[src/rtl/dataflow_decoder_if.sv]
// Stream and statistics bundle for dataflow_decoder.
// slave: decoder view; master: producer/consumer/monitor view.
interface dataflow_decoder_if #(
  parameter int ACC_W = 16,
  parameter int ERR_W = 8
);
  logic             in_valid;
  logic             in_ready;
  logic [4:0]       in_code;
  logic             out_valid;
  logic             out_ready;
  logic [2:0]       out_count;
  logic             out_err;
  logic             acc_clear;
  logic [ACC_W-1:0] acc_sum;
  logic [ACC_W-1:0] word_cnt;
  logic [ERR_W-1:0] err_cnt;
  logic             err_sticky;

  modport slave (
    input  in_valid, in_code, out_ready, acc_clear,
    output in_ready, out_valid, out_count, out_err,
           acc_sum, word_cnt, err_cnt, err_sticky
  );

  modport master (
    output in_valid, in_code, out_ready, acc_clear,
    input  in_ready, out_valid, out_count, out_err,
           acc_sum, word_cnt, err_cnt, err_sticky
  );
endinterface

[src/rtl/dataflow_decoder.sv]
// Dataflow code word decoder: input FIFO, consistency check, popcount
// decode into a one-entry output register, running statistics.
module dataflow_decoder #(
  parameter int DEPTH = 4,
  parameter int ACC_W = 16,
  parameter int ERR_W = 8
) (
  input  logic               clk,
  input  logic               rst_n,
  dataflow_decoder_if.slave  bus
);
  localparam int AW = $clog2(DEPTH);

  typedef enum logic {ST_EMPTY, ST_FULL} state_t;

  // FIFO storage; pointers carry an extra wrap bit to tell full from empty
  logic [4:0]       r_mem [DEPTH];
  logic [AW:0]      r_wr_ptr, r_rd_ptr;
  logic             w_empty, w_full, w_push, w_pop;
  logic [4:0]       w_head;

  state_t           r_state, w_state_nxt;
  logic             w_load, w_hs;

  logic             w_o0, w_o1, w_o2h, w_o2l, w_o3;
  logic [1:0]       w_ab, w_cd;
  logic             w_err;
  logic [2:0]       w_count;

  logic [2:0]       r_count;
  logic             r_err;
  logic [ACC_W-1:0] r_acc_sum, r_word_cnt;
  logic [ERR_W-1:0] r_err_cnt;
  logic             r_err_sticky;
  logic [ACC_W:0]   w_sum_ext;

  assign w_empty = (r_wr_ptr == r_rd_ptr);
  assign w_full  = (r_wr_ptr[AW] != r_rd_ptr[AW]) &&
                   (r_wr_ptr[AW-1:0] == r_rd_ptr[AW-1:0]);
  // No bypass: a full FIFO refuses even when the head pops this cycle
  assign bus.in_ready = ~w_full;
  assign w_push  = bus.in_valid & ~w_full;
  assign w_pop   = w_load;
  assign w_head  = r_mem[r_rd_ptr[AW-1:0]];

  // FIFO data write; storage needs no reset since pointers gate it
  always_ff @(posedge clk) begin
    if (w_push) r_mem[r_wr_ptr[AW-1:0]] <= bus.in_code;
  end

  // FIFO pointer update
  always_ff @(posedge clk or negedge rst_n) begin
    if (!rst_n) begin
      r_wr_ptr <= '0;
      r_rd_ptr <= '0;
    end else begin
      if (w_push) r_wr_ptr <= r_wr_ptr + 1'b1;
      if (w_pop)  r_rd_ptr <= r_rd_ptr + 1'b1;
    end
  end

  // Output register state
  always_ff @(posedge clk or negedge rst_n) begin
    if (!rst_n) r_state <= ST_EMPTY;
    else        r_state <= w_state_nxt;
  end

  // Next state, load and handshake decode
  always_comb begin
    w_state_nxt = r_state;
    w_load      = 1'b0;
    w_hs        = 1'b0;
    case (r_state)
      ST_EMPTY: begin
        if (!w_empty) begin
          w_load      = 1'b1;
          w_state_nxt = ST_FULL;
        end
      end
      ST_FULL: begin
        if (bus.out_ready) begin
          w_hs = 1'b1;
          if (!w_empty) w_load      = 1'b1;
          else          w_state_nxt = ST_EMPTY;
        end
      end
      default: w_state_nxt = ST_EMPTY;
    endcase
  end

  // Consistency check and popcount of the FIFO head
  always_comb begin
    w_o0  = w_head[4];
    w_o1  = w_head[3];
    w_o2h = w_head[2];
    w_o2l = w_head[1];
    w_o3  = w_head[0];
    w_ab  = w_o2h ? 2'd2 : (w_o2l ? 2'd1 : 2'd0);
    w_cd  = w_o1  ? 2'd2 : (w_o0  ? 2'd1 : 2'd0);
    w_err = (w_o1 & ~w_o0) | (w_o2h & ~w_o2l) |
            (w_o3 != (w_o2l & ~w_o2h & w_o0));
    w_count = w_err ? 3'd0 : ({1'b0, w_ab} + {1'b0, w_cd});
  end

  // Output register load; held until the next handshake
  always_ff @(posedge clk or negedge rst_n) begin
    if (!rst_n) begin
      r_count <= '0;
      r_err   <= 1'b0;
    end else if (w_load) begin
      r_count <= w_count;
      r_err   <= w_err;
    end
  end

  assign bus.out_valid = (r_state == ST_FULL);
  assign bus.out_count = r_count;
  assign bus.out_err   = r_err;

  assign w_sum_ext = {1'b0, r_acc_sum} + {{(ACC_W-2){1'b0}}, r_count};

  // Statistics on delivered words; clear wins over a coincident handshake
  always_ff @(posedge clk or negedge rst_n) begin
    if (!rst_n) begin
      r_acc_sum    <= '0;
      r_word_cnt   <= '0;
      r_err_cnt    <= '0;
      r_err_sticky <= 1'b0;
    end else if (bus.acc_clear) begin
      r_acc_sum    <= '0;
      r_word_cnt   <= '0;
      r_err_cnt    <= '0;
      r_err_sticky <= 1'b0;
    end else if (w_hs) begin
      r_word_cnt <= r_word_cnt + ACC_W'(1);
      if (r_err) begin
        r_err_sticky <= 1'b1;
        if (r_err_cnt != '1) r_err_cnt <= r_err_cnt + ERR_W'(1);
      end else begin
        r_acc_sum <= w_sum_ext[ACC_W] ? '1 : w_sum_ext[ACC_W-1:0];
      end
    end
  end

  assign bus.acc_sum    = r_acc_sum;
  assign bus.word_cnt   = r_word_cnt;
  assign bus.err_cnt    = r_err_cnt;
  assign bus.err_sticky = r_err_sticky;
endmodule

[src/flat_wrapper.sv]
// flat-port wrapper written by rule: the top's interface ports become plain ports
module dataflow_decoder_flat 
#(
  parameter int DEPTH = 4,
  parameter int ACC_W = 16,
  parameter int ERR_W = 8
)
  (clk, rst_n, bus_in_valid, bus_in_code, bus_out_ready, bus_acc_clear, bus_in_ready, bus_out_valid, bus_out_count, bus_out_err, bus_acc_sum, bus_word_cnt, bus_err_cnt, bus_err_sticky);
  dataflow_decoder_if #(.ACC_W(ACC_W), .ERR_W(ERR_W)) bus_i ();
  input  logic clk;
  input  logic rst_n;
  input wire logic [$bits(bus_i.in_valid)-1:0] bus_in_valid;
  input wire logic [$bits(bus_i.in_code)-1:0] bus_in_code;
  input wire logic [$bits(bus_i.out_ready)-1:0] bus_out_ready;
  input wire logic [$bits(bus_i.acc_clear)-1:0] bus_acc_clear;
  output wire logic [$bits(bus_i.in_ready)-1:0] bus_in_ready;
  output wire logic [$bits(bus_i.out_valid)-1:0] bus_out_valid;
  output wire logic [$bits(bus_i.out_count)-1:0] bus_out_count;
  output wire logic [$bits(bus_i.out_err)-1:0] bus_out_err;
  output wire logic [$bits(bus_i.acc_sum)-1:0] bus_acc_sum;
  output wire logic [$bits(bus_i.word_cnt)-1:0] bus_word_cnt;
  output wire logic [$bits(bus_i.err_cnt)-1:0] bus_err_cnt;
  output wire logic [$bits(bus_i.err_sticky)-1:0] bus_err_sticky;
  assign bus_i.in_valid = bus_in_valid;
  assign bus_i.in_code = bus_in_code;
  assign bus_i.out_ready = bus_out_ready;
  assign bus_i.acc_clear = bus_acc_clear;
  assign bus_in_ready = bus_i.in_ready;
  assign bus_out_valid = bus_i.out_valid;
  assign bus_out_count = bus_i.out_count;
  assign bus_out_err = bus_i.out_err;
  assign bus_acc_sum = bus_i.acc_sum;
  assign bus_word_cnt = bus_i.word_cnt;
  assign bus_err_cnt = bus_i.err_cnt;
  assign bus_err_sticky = bus_i.err_sticky;
  dataflow_decoder #(.DEPTH(DEPTH), .ACC_W(ACC_W), .ERR_W(ERR_W)) u_core (.clk(clk), .rst_n(rst_n), .bus(bus_i));
endmodule
[config.mk]
export PLATFORM = sky130hd
export DESIGN_NAME = dataflow_decoder_flat
export DESIGN_NICKNAME = d
export VERILOG_FILES = /design/src/rtl/dataflow_decoder_if.sv /design/src/rtl/dataflow_decoder.sv /design/src/flat_wrapper.sv
export SDC_FILE = /design/constraint.sdc
export NUM_CORES = 1
export LEC_CHECK = 0
export ABC_AREA = 0
export ABC_CLOCK_PERIOD_IN_PS = 2100
export CORE_AREA = 3 3 90 92
export CTS_CLUSTER_DIAMETER = 30
export DETAILED_ROUTE_END_ITERATION = 8
export DIE_AREA = 0 0 93 95
export MAX_ROUTING_LAYER = met4
export PLACE_DENSITY = 0.74
export RECOVER_POWER = 100
export SYNTH_ARGS = -nofsm -noshare
export SYNTH_HDL_FRONTEND = slang
export SYNTH_SLANG_ARGS = --single-unit
[constraint.sdc]
create_clock -name clk -period 2.1 [get_ports clk]
set_input_delay 0.525 -clock clk [delete_from_list [all_inputs] [get_ports clk]]
set_output_delay 0.525 -clock clk [all_outputs]
set_load 0.01 [all_outputs]
==> impl_summary.txt <==
----------------------------------------------------
[Run status]
  Run status ... finished with violations
  Violated checks ... negative setup slack

[Worst setup path]
  Startpoint of the worst-slack reg-to-reg timing path ... u_core.r_rd_ptr[0]
  Nature of the critical path startpoint ... flop
  Register-to-Register Path Depth ... 7
  Crit path required time ... between 2 and 2.5 ns
  Reg2reg end ... u_core.bus.out_count[1]
  Critical path start-end classification ... reg -> reg
  Data arrival, critical path ... roughly 2.4 ns
  Setup crit start ... u_core.r_rd_ptr[0]
  Largest fanout on the critical path ... 5
  Endpoint of the most critical setup path ... u_core.bus.out_count[1]
  Minimum setup slack among reg-to-reg paths ... -0.004 ns
  Critical Path Sink Type ... flop

[Synthesis]
  Synth warn ... 0
  EDFF count, synth ... 20
  Fraction of registers with async set/reset ... 72.2%
  Mean cell area of the mapped netlist ... between 10 and 15 sq um
  Synthesis-stage register bit count ... a little over 70
  Syn Std Cell Area ... ~0.0035 sq mm
  Cell count after synthesis ... 300
  Predominant post-synthesis flop cell ... sky130_fd_sc_hd__dfrtp_1
  Synthesized netlist net count ... approximately 320
  Part of the Yosys area used for sequential elements ... between 50% and 60%
  Synth unique cells ... 50

[Timing]
  Unrepaired setup endpoints after global routing ... true
  Final Critical Period ... roughly 2.1 ns
  Peak clock frequency supported by timing ... roughly 0.48 GHz
  Final worst clock skew ... 0.00714 ns
  Final-report max-slew violation count ... 0
  Final critical-path setup slack ... -0.00398 ns
  Final hold viol count ... 0
  Worst Max-Slew Pin Slew ... 1.29 ns
  Worst hold margin ... 0.437 ns
  Endpoints failing setup ... 1
  Share of the cycle needed by the critical path after routing ... 100%
  Worst slew margin relative to its limit ... approximately 14%

[GRT]
  Pin count of the biggest net entering global routing ... 42
  Total track usage ... a little under a fifth
  Global-route congestion overflow total ... 0
  Initial antenna violation count ... 0
  First-pass GRT wire length ... 12.7 mm
  Via count of the first global-routing pass ... 2669

[Place]
  Final GP Congestion ... about 0.86
  Port buffer count ... 56
  Cell count after placement ... 481
  Placed Area ... between 0.004 and 0.005 sq mm
  Placement Setup Slack ... -0.103 ns
  Detailed Place HPWL ... 5.53 mm

[Power and ir drop]
  Total power consumption of the routed design ... around 0.0046 W
  Combinational power share ... about a third
  Net switching fraction of the power ... 33.0%
  Peak supply drop ... 0.000803 V
  Internal power ... just over 0.003 W
  Switching power total ... around 0.0015 W
  Share of power burned in registers ... between 40% and 50%
  Leakage Power ... 2.05 nW
  Cell area power density ... 983 mW/mm^2
  Clock network fraction of total power ... between 20% and 30%

[Floorplan]
  Vert. Die Dim ... between 90 and 100 microns
  Initial Utilization ... 47.8%
  Floorplan die area ... between 0.008 and 0.009 sq mm
  Floorplan die width ... a little over 90 microns
  Standard-cell row count ... 31
  Top Ports ... between 50 and 60
  Floorplan Core Area ... between 0.007 and 0.008 sq mm

[Drt]
  Average wire length per cell after detail routing ... roughly 15 microns
  Number of vias per cell ... 5.32
  Residual antenna-violating net count after detailed routing ... 0
  WL final ... ~7.8 mm
  First DRT Iteration DRCs ... ~100
  Routed via count ... 2679
  TritonRoute pass-1 iters ... 4
  DRC violation count after routing ... 0

[Clock tree]
  H-tree depth ... 3
  Root Buffer Master ... sky130_fd_sc_hd__clkbuf_8
  Sinks on the clock net ... between 70 and 80
  Clock-pin slew of the registers on the worst-case setup and hold paths ... ~0.080 ns
  Source-to-sink clock delay at the later pin of the worst-skew pair ... 0.35 ns
  TritonCTS clock tree ... done
  Total CTS buffers ... 9
  Deepest clock path buffer count ... 2
  Hold-fix buffer count after cts ... 0

[Finish]
  Non-filler cells in the finished layout ... between 500 and 600
  Growth of design area from synthesis to finish ... 33.8%
  Ratio of cells with drive above 1 in the final layout ... a little under a fifth
  Number of antenna diodes ... 0
  Final instance area ... ~0.0047 sq mm
  Fin nets ... 423

[Flow run]
  Maxcap violations ... 0

[Worst hold path]
  Class of the tightest hold or removal check ... in -> async

----------------------------------------------------
==> sequential cells by signal (all words and copies together) (netlist names) <==
signal and count:
u_core.r_mem 20, u_core.r_wr_ptr 3, u_core.bus.word_cnt 16, u_core.bus.out_valid 1, u_core.bus.err_cnt 8, u_core.bus.acc_sum 16, u_core.bus.err_sticky 1, u_core.bus.out_err 1
u_core.r_rd_ptr 3, u_core.bus.out_count 3
==> layout by cell type (no fill, tap or decap), drive strengths merged, types with 7 or more instances in the layout <==
cell type	instances
edfxtp	20
clkbuf	24
a21oi	7
nor2	45
and3	8
dfrtp	52
dlygate4sd3	51
nand2	16
inv	10
ha	11
nor3	9
buf	28
xor2	16
xnor2	13
nand3	13
==> metal layers <==
metal / up-vias / track usage, % / routed length, microns / part of all wire, %
li1: 1292 / - / - / -
met1: 1329 / 23.7 / 3350 / 43
met2: 53 / 30.5 / 4000 / 51
met3: 5 / 5.02 / 321 / 4.1
met4: 0 / 6.72 / 100 / 1.3
met5: - / - / 0 / 0
==> stage by stage <==
step	TNS, ns	util [%]
floorplan	0	-
global placement	-0.593	60.2
detailed placement	-0.808	60.2
CTS	0	63.5
global route	-0.122	63.9
finish	-0.00398	63.9
==> area by class of cell <==
| class | instances | area, sq um |
|---|---|---|
| clock buffers | 9 | 124 |
| clock inverters | 7 | 71.3 |
| fillers | 623 | 2630 |
| inverters | 9 | 33.8 |
| multi-input cells | 211 | 1550 |
| flip-flops and latches | 72 | 1900 |
| well taps | 99 | 124 |
| repair buffers | 97 | 848 |
==> what timing repair did <==
action                                  4_1_cts  5_1_grt
endpoints found under the setup margin        3        6
pin swaps                                     3       11
gates resized for setup                       7       11
setup buffers                                 2        5
==> how the worst min path moves through the flow <==
stage / from / end / depth (start not counted)
after floorplan: rst_n / u_core.bus.acc_sum[0] / 0
after global placement: u_core.r_wr_ptr[2] / u_core.r_wr_ptr[2] / 1
after detailed placement: u_core.r_wr_ptr[2] / u_core.r_wr_ptr[2] / 1
after CTS: rst_n / u_core.bus.acc_sum[11] / 1
after global routing: u_core.r_wr_ptr[2] / u_core.r_wr_ptr[2] / 1
final: rst_n / u_core.bus.acc_sum[9] / 1
==> cell families (layout without fill, tap and decap cells) <==
group                    Yosys count  after routing  synth area share (%)
flip-flops                        72             72                  54.6
adder cells (fa/ha/maj)           13             13                  5.10
XOR/XNOR                          29             29                  7.29
AO/OA/AOI/OAI                     39             39                  8.30
AND/OR/NAND/NOR                  121            121                  18.1
multiplexers                       9              9                  4.42
buffers and inverters             17            122                  2.19
==> synth_stat cells, types with 2 or more instances <==
cell type	number	share of area [%]
sky130_fd_sc_hd__nor2_1	45	4.9
sky130_fd_sc_hd__a21oi_1	7	1.0
sky130_fd_sc_hd__xnor2_1	13	3.3
sky130_fd_sc_hd__or2_2	2	0.36
sky130_fd_sc_hd__or3_1	2	0.36
sky130_fd_sc_hd__nand2b_1	3	0.54
sky130_fd_sc_hd__o21ai_0	3	0.43
sky130_fd_sc_hd__mux4_2	5	3.2
sky130_fd_sc_hd__a21o_1	2	0.43
sky130_fd_sc_hd__nand3_1	12	1.7
sky130_fd_sc_hd__a31oi_1	5	0.90
sky130_fd_sc_hd__a211oi_1	5	1.1
sky130_fd_sc_hd__and4_1	5	1.3
sky130_fd_sc_hd__mux2i_1	3	0.86
sky130_fd_sc_hd__and2_1	3	0.54
sky130_fd_sc_hd__nor2b_1	3	0.54
sky130_fd_sc_hd__nand3b_1	2	0.43
sky130_fd_sc_hd__dfrtp_1	52	37
sky130_fd_sc_hd__o2111a_1	2	0.65
sky130_fd_sc_hd__fa_1	2	1.1
sky130_fd_sc_hd__ha_1	11	4.0
sky130_fd_sc_hd__nand4_1	6	1.1
sky130_fd_sc_hd__o21bai_1	2	0.43
sky130_fd_sc_hd__clkbuf_1	5	0.54
sky130_fd_sc_hd__inv_1	9	0.97
sky130_fd_sc_hd__o2bb2ai_1	2	0.50
sky130_fd_sc_hd__and3_1	7	1.3
sky130_fd_sc_hd__xor2_1	16	4.0
sky130_fd_sc_hd__nor3_2	2	0.57
sky130_fd_sc_hd__a311oi_1	4	1.0
sky130_fd_sc_hd__nor3_1	7	1.0
sky130_fd_sc_hd__edfxtp_1	20	17
sky130_fd_sc_hd__nand2_1	16	1.7
==> power groups by stage <==
stage / Combinational, W / Clock [W] / Sequential, W
final: 0.00161 / 0.00109 / 0.00188
after global routing: 0.00177 / 0.00118 / 0.00191
after CTS: 0.00160 / 0.00111 / 0.00188
after detailed placement: 0.00149 / 0 / 0.00192
after global placement: 0.00144 / 0 / 0.00191
after floorplan: 0.000898 / 0 / 0.00186
==> critical path, stage by stage (launching register included) <==
cell and delay (ns):
sky130_fd_sc_hd__dfrtp_2 0.39, sky130_fd_sc_hd__buf_12 0.12, sky130_fd_sc_hd__mux4_2 0.50, sky130_fd_sc_hd__nor2b_1 0.17
sky130_fd_sc_hd__ha_2 0.21, sky130_fd_sc_hd__inv_2 0.04, sky130_fd_sc_hd__fa_1 0.50, sky130_fd_sc_hd__o2bb2ai_1 0.06
Note: power is estimated with default switching activity, not from simulation.
==> edit, RTL diff (same flow settings) <==
`DEPTH` is set to 4 in 2 places; all go to 2.
--- a/src/rtl/dataflow_decoder.sv
+++ b/src/rtl/dataflow_decoder.sv
@@ -1,7 +1,7 @@
 // Dataflow code word decoder: input FIFO, consistency check, popcount
 // decode into a one-entry output register, running statistics.
 module dataflow_decoder #(
-  parameter int DEPTH = 4,
+  parameter int DEPTH = 2,
   parameter int ACC_W = 16,
   parameter int ERR_W = 8
 ) (
--- a/src/flat_wrapper.sv
+++ b/src/flat_wrapper.sv
@@ -1,7 +1,7 @@
 // flat-port wrapper written by rule: the top's interface ports become plain ports
 module dataflow_decoder_flat 
 #(
-  parameter int DEPTH = 4,
+  parameter int DEPTH = 2,
   parameter int ACC_W = 16,
   parameter int ERR_W = 8
 )
Behaviour: not the same (a bounded check fails within 4 cycles, from zero or initial values and one cycle with rst_n low).
==> edit against the unedited design <==
Clock skew up 0.0064 ns; clock power grew 15%; wire length fell by 9.4%; global-route usage is 1.3 points lower; power is 16% lower; final area is 11% lower; hold slack worse by 0.027 ns; setup slack improved by 0.099 ns; synthesized cell count decreased by 3.7%; sequential cell count is 12 lower; via count decreased by 3.0%; count of clock-buffer cells in the layout grew 4; maximum frequency grew 4.9%; area after synthesis is 13% lower; critical path type is now reg -> out.
==> edit: results (changes against the unedited design) <==
Status -> finished, final reports clean
Synth Area in Compound Gates -> 13.3% (+5.0 points)
Global-route wire length before repair -> 12200 um (-4.1%)
Worst VDD drop -> 633 uV (-21%)
Layout cell share with drive strength beyond 1 -> 11.8% (-6.2 points)
Number of synthesized flops with an enable pin -> 10 (-50%)
Static leakage -> 1.79 nW (-12%)
GRT met2 Usage -> 29.9% (-0.54 points)
Largest cells by area after synthesis -> dfrtp_1, edfxtp_1, nor2_1, xnor2_1, xor2_1
GRT Total Usage -> 17.8% (-1.3 points)
Worst EP arrival -> 1.48 ns (-0.87 ns)
Fill cells -> 656 (+5.3%)
Post-Synth Adder-Cell Area -> 3.80% (-1.3 points)
Via count of the routed design -> 2599 (-3.0%)
Crit-path leading delay family -> flip-flops
Critical Path Fanout Max -> 4 (-1)
Number of distinct library cells after synthesis -> 50 (unchanged)
Multiplexer area fraction after synthesis -> 2.03% (-2.4 points)
Max stage delay on crit path -> 0.43 ns (-0.07 ns)
Largest net degree at the start of global routing -> 32 (-24%)
Cells after DPL -> 462 (-4.0%)
Fraction of synthesized cell area in xor and xnor cells -> 6.37% (-0.93 points)
Met3 Usage GRT -> 3.51% (-1.5 points)
Drt initial violations -> 103 (+2.0%)
Dpl hpwl -> 5200 um (-6.0%)
Final nets -> 394 (-6.9%)
Net count after synthesis -> 307 (-5.0%)
Tightest Pin Transition -> 1.17 ns (-0.116 ns)
Placer Congestion -> 0.916 (+6.0%)
Worst hold path class -> in -> async
DR WL/cell -> 14.7 um (-4.9%)
Internal power -> 2.67 mW (-13%)
Number of synthesized register bits -> 60 (-17%)
M1 GR Usage -> 20.9% (-2.8 points)
Clock Path Buffers -> 2 (unchanged)
Slowest CP cell -> dfrtp_2
Post-Layout Cell Count -> 480 (-4.8%)
Setup Skew -> 0.0136 ns (+0.00645 ns)
List of most frequent post-synthesis cells -> dfrtp_1, nor2_1, nand2_1
Sequential cell area fraction in the yosys report -> 51.3% (-3.4 points)
Number of buffers created by CTS -> 9 (unchanged)
Syn_area_per_cell -> 10.5 um2 (-9.8%)
Ys async rst share -> 83.3% (+11 points)
==> edit: cell types whose count changed after synthesis, moves of 5 or more <==
cell	delta
ha_1	-5
a211oi_1	+5
a21oi_1	+5
edfxtp_1	-10
xor2_1	-7
mux4_2	-5
nor2_1	-10
==> edit: cell type report <==
class | count | area [um2] | share of cell area (%)
Multi-Input combinational cell | 210 | 1420 | 34.4
Timing Repair Buffer | 83 | 743 | 18.0
Clock buffer | 13 | 180 | 4.36
Inverter | 12 | 45.0 | 1.09
Tap cell | 99 | 124 | 3.00
Sequential cell | 60 | 1550 | 37.6
Clock inverter | 3 | 65.1 | 1.57
==> edit: worst paths after layout <==
| path | start | end | slack, ns | cells past startpoint |
|---|---|---|---|---|
| worst max-delay path | u_core.r_wr_ptr[0] | bus_in_ready | 0.09 | 3 |
| worst max register to register | u_core.bus.acc_sum[0] | u_core.bus.acc_sum[12] | 0.10 | 8 |
| worst min register to register | u_core.r_wr_ptr[1] | u_core.r_wr_ptr[1] | 0.49 | 1 |
| min in group clk | u_core.r_wr_ptr[1] | u_core.r_wr_ptr[1] | 0.49 | 1 |
| max in group asynchronous | rst_n | u_core.r_wr_ptr[0] | 0.93 | 2 |
| worst min-delay path | rst_n | u_core.bus.acc_sum[7] | 0.41 | 1 |
==> edit: cell families after synthesis <==
family,Yosys count
buf+inv,19
flops,60
mux,6
fa+ha+maj,8
xor+xnor,22
simple gates,116
compound gates,58
==> edit: layer usage <==
metal | part of all wire (%) | vias up
li1 | - | 1247
met1 | 43 | 1264
met2 | 50 | 72
met3 | 5.5 | 16
met4 | 1.6 | 0
met5 | 0 | -
==> edit: per-stage QoR <==
| stage | utilization, % | total power [mW] | worst slack [ns] | cell area [um2] |
|---|---|---|---|---|
| after floorplan | - | 2.12 | 0.0753 | 3030 |
| after global placement | 53.4 | 2.56 | -0.147 | 3890 |
| after detailed placement | 53.4 | 2.59 | -0.141 | 3890 |
| after CTS | 57.2 | 3.91 | 0.0541 | 4170 |
| after global routing | 56.7 | 4.09 | 0.0112 | 4130 |
| final | 56.7 | 3.85 | 0.0946 | 4130 |
==> edit: repair_timing <==
action | in CTS | in global routing
pin swaps | 1 | 2
resized for setup | 6 | 5
buffers inserted | 2 | 0
cloned | 0 | 0
setup endpoints to repair | 2 | 6
==> edit: power by group through the flow <==
| stage | logic, mW | clock network [mW] | registers (mW) |
|---|---|---|---|
| 2_1_floorplan | 0.614 | 0 | 1.51 |
| 6_report | 1.10 | 1.25 | 1.50 |
| 5_1_grt | 1.23 | 1.33 | 1.53 |
| 3_3_place_gp | 1.02 | 0 | 1.53 |
| 4_1_cts | 1.13 | 1.28 | 1.51 |
| 3_5_place_dp | 1.06 | 0 | 1.54 |
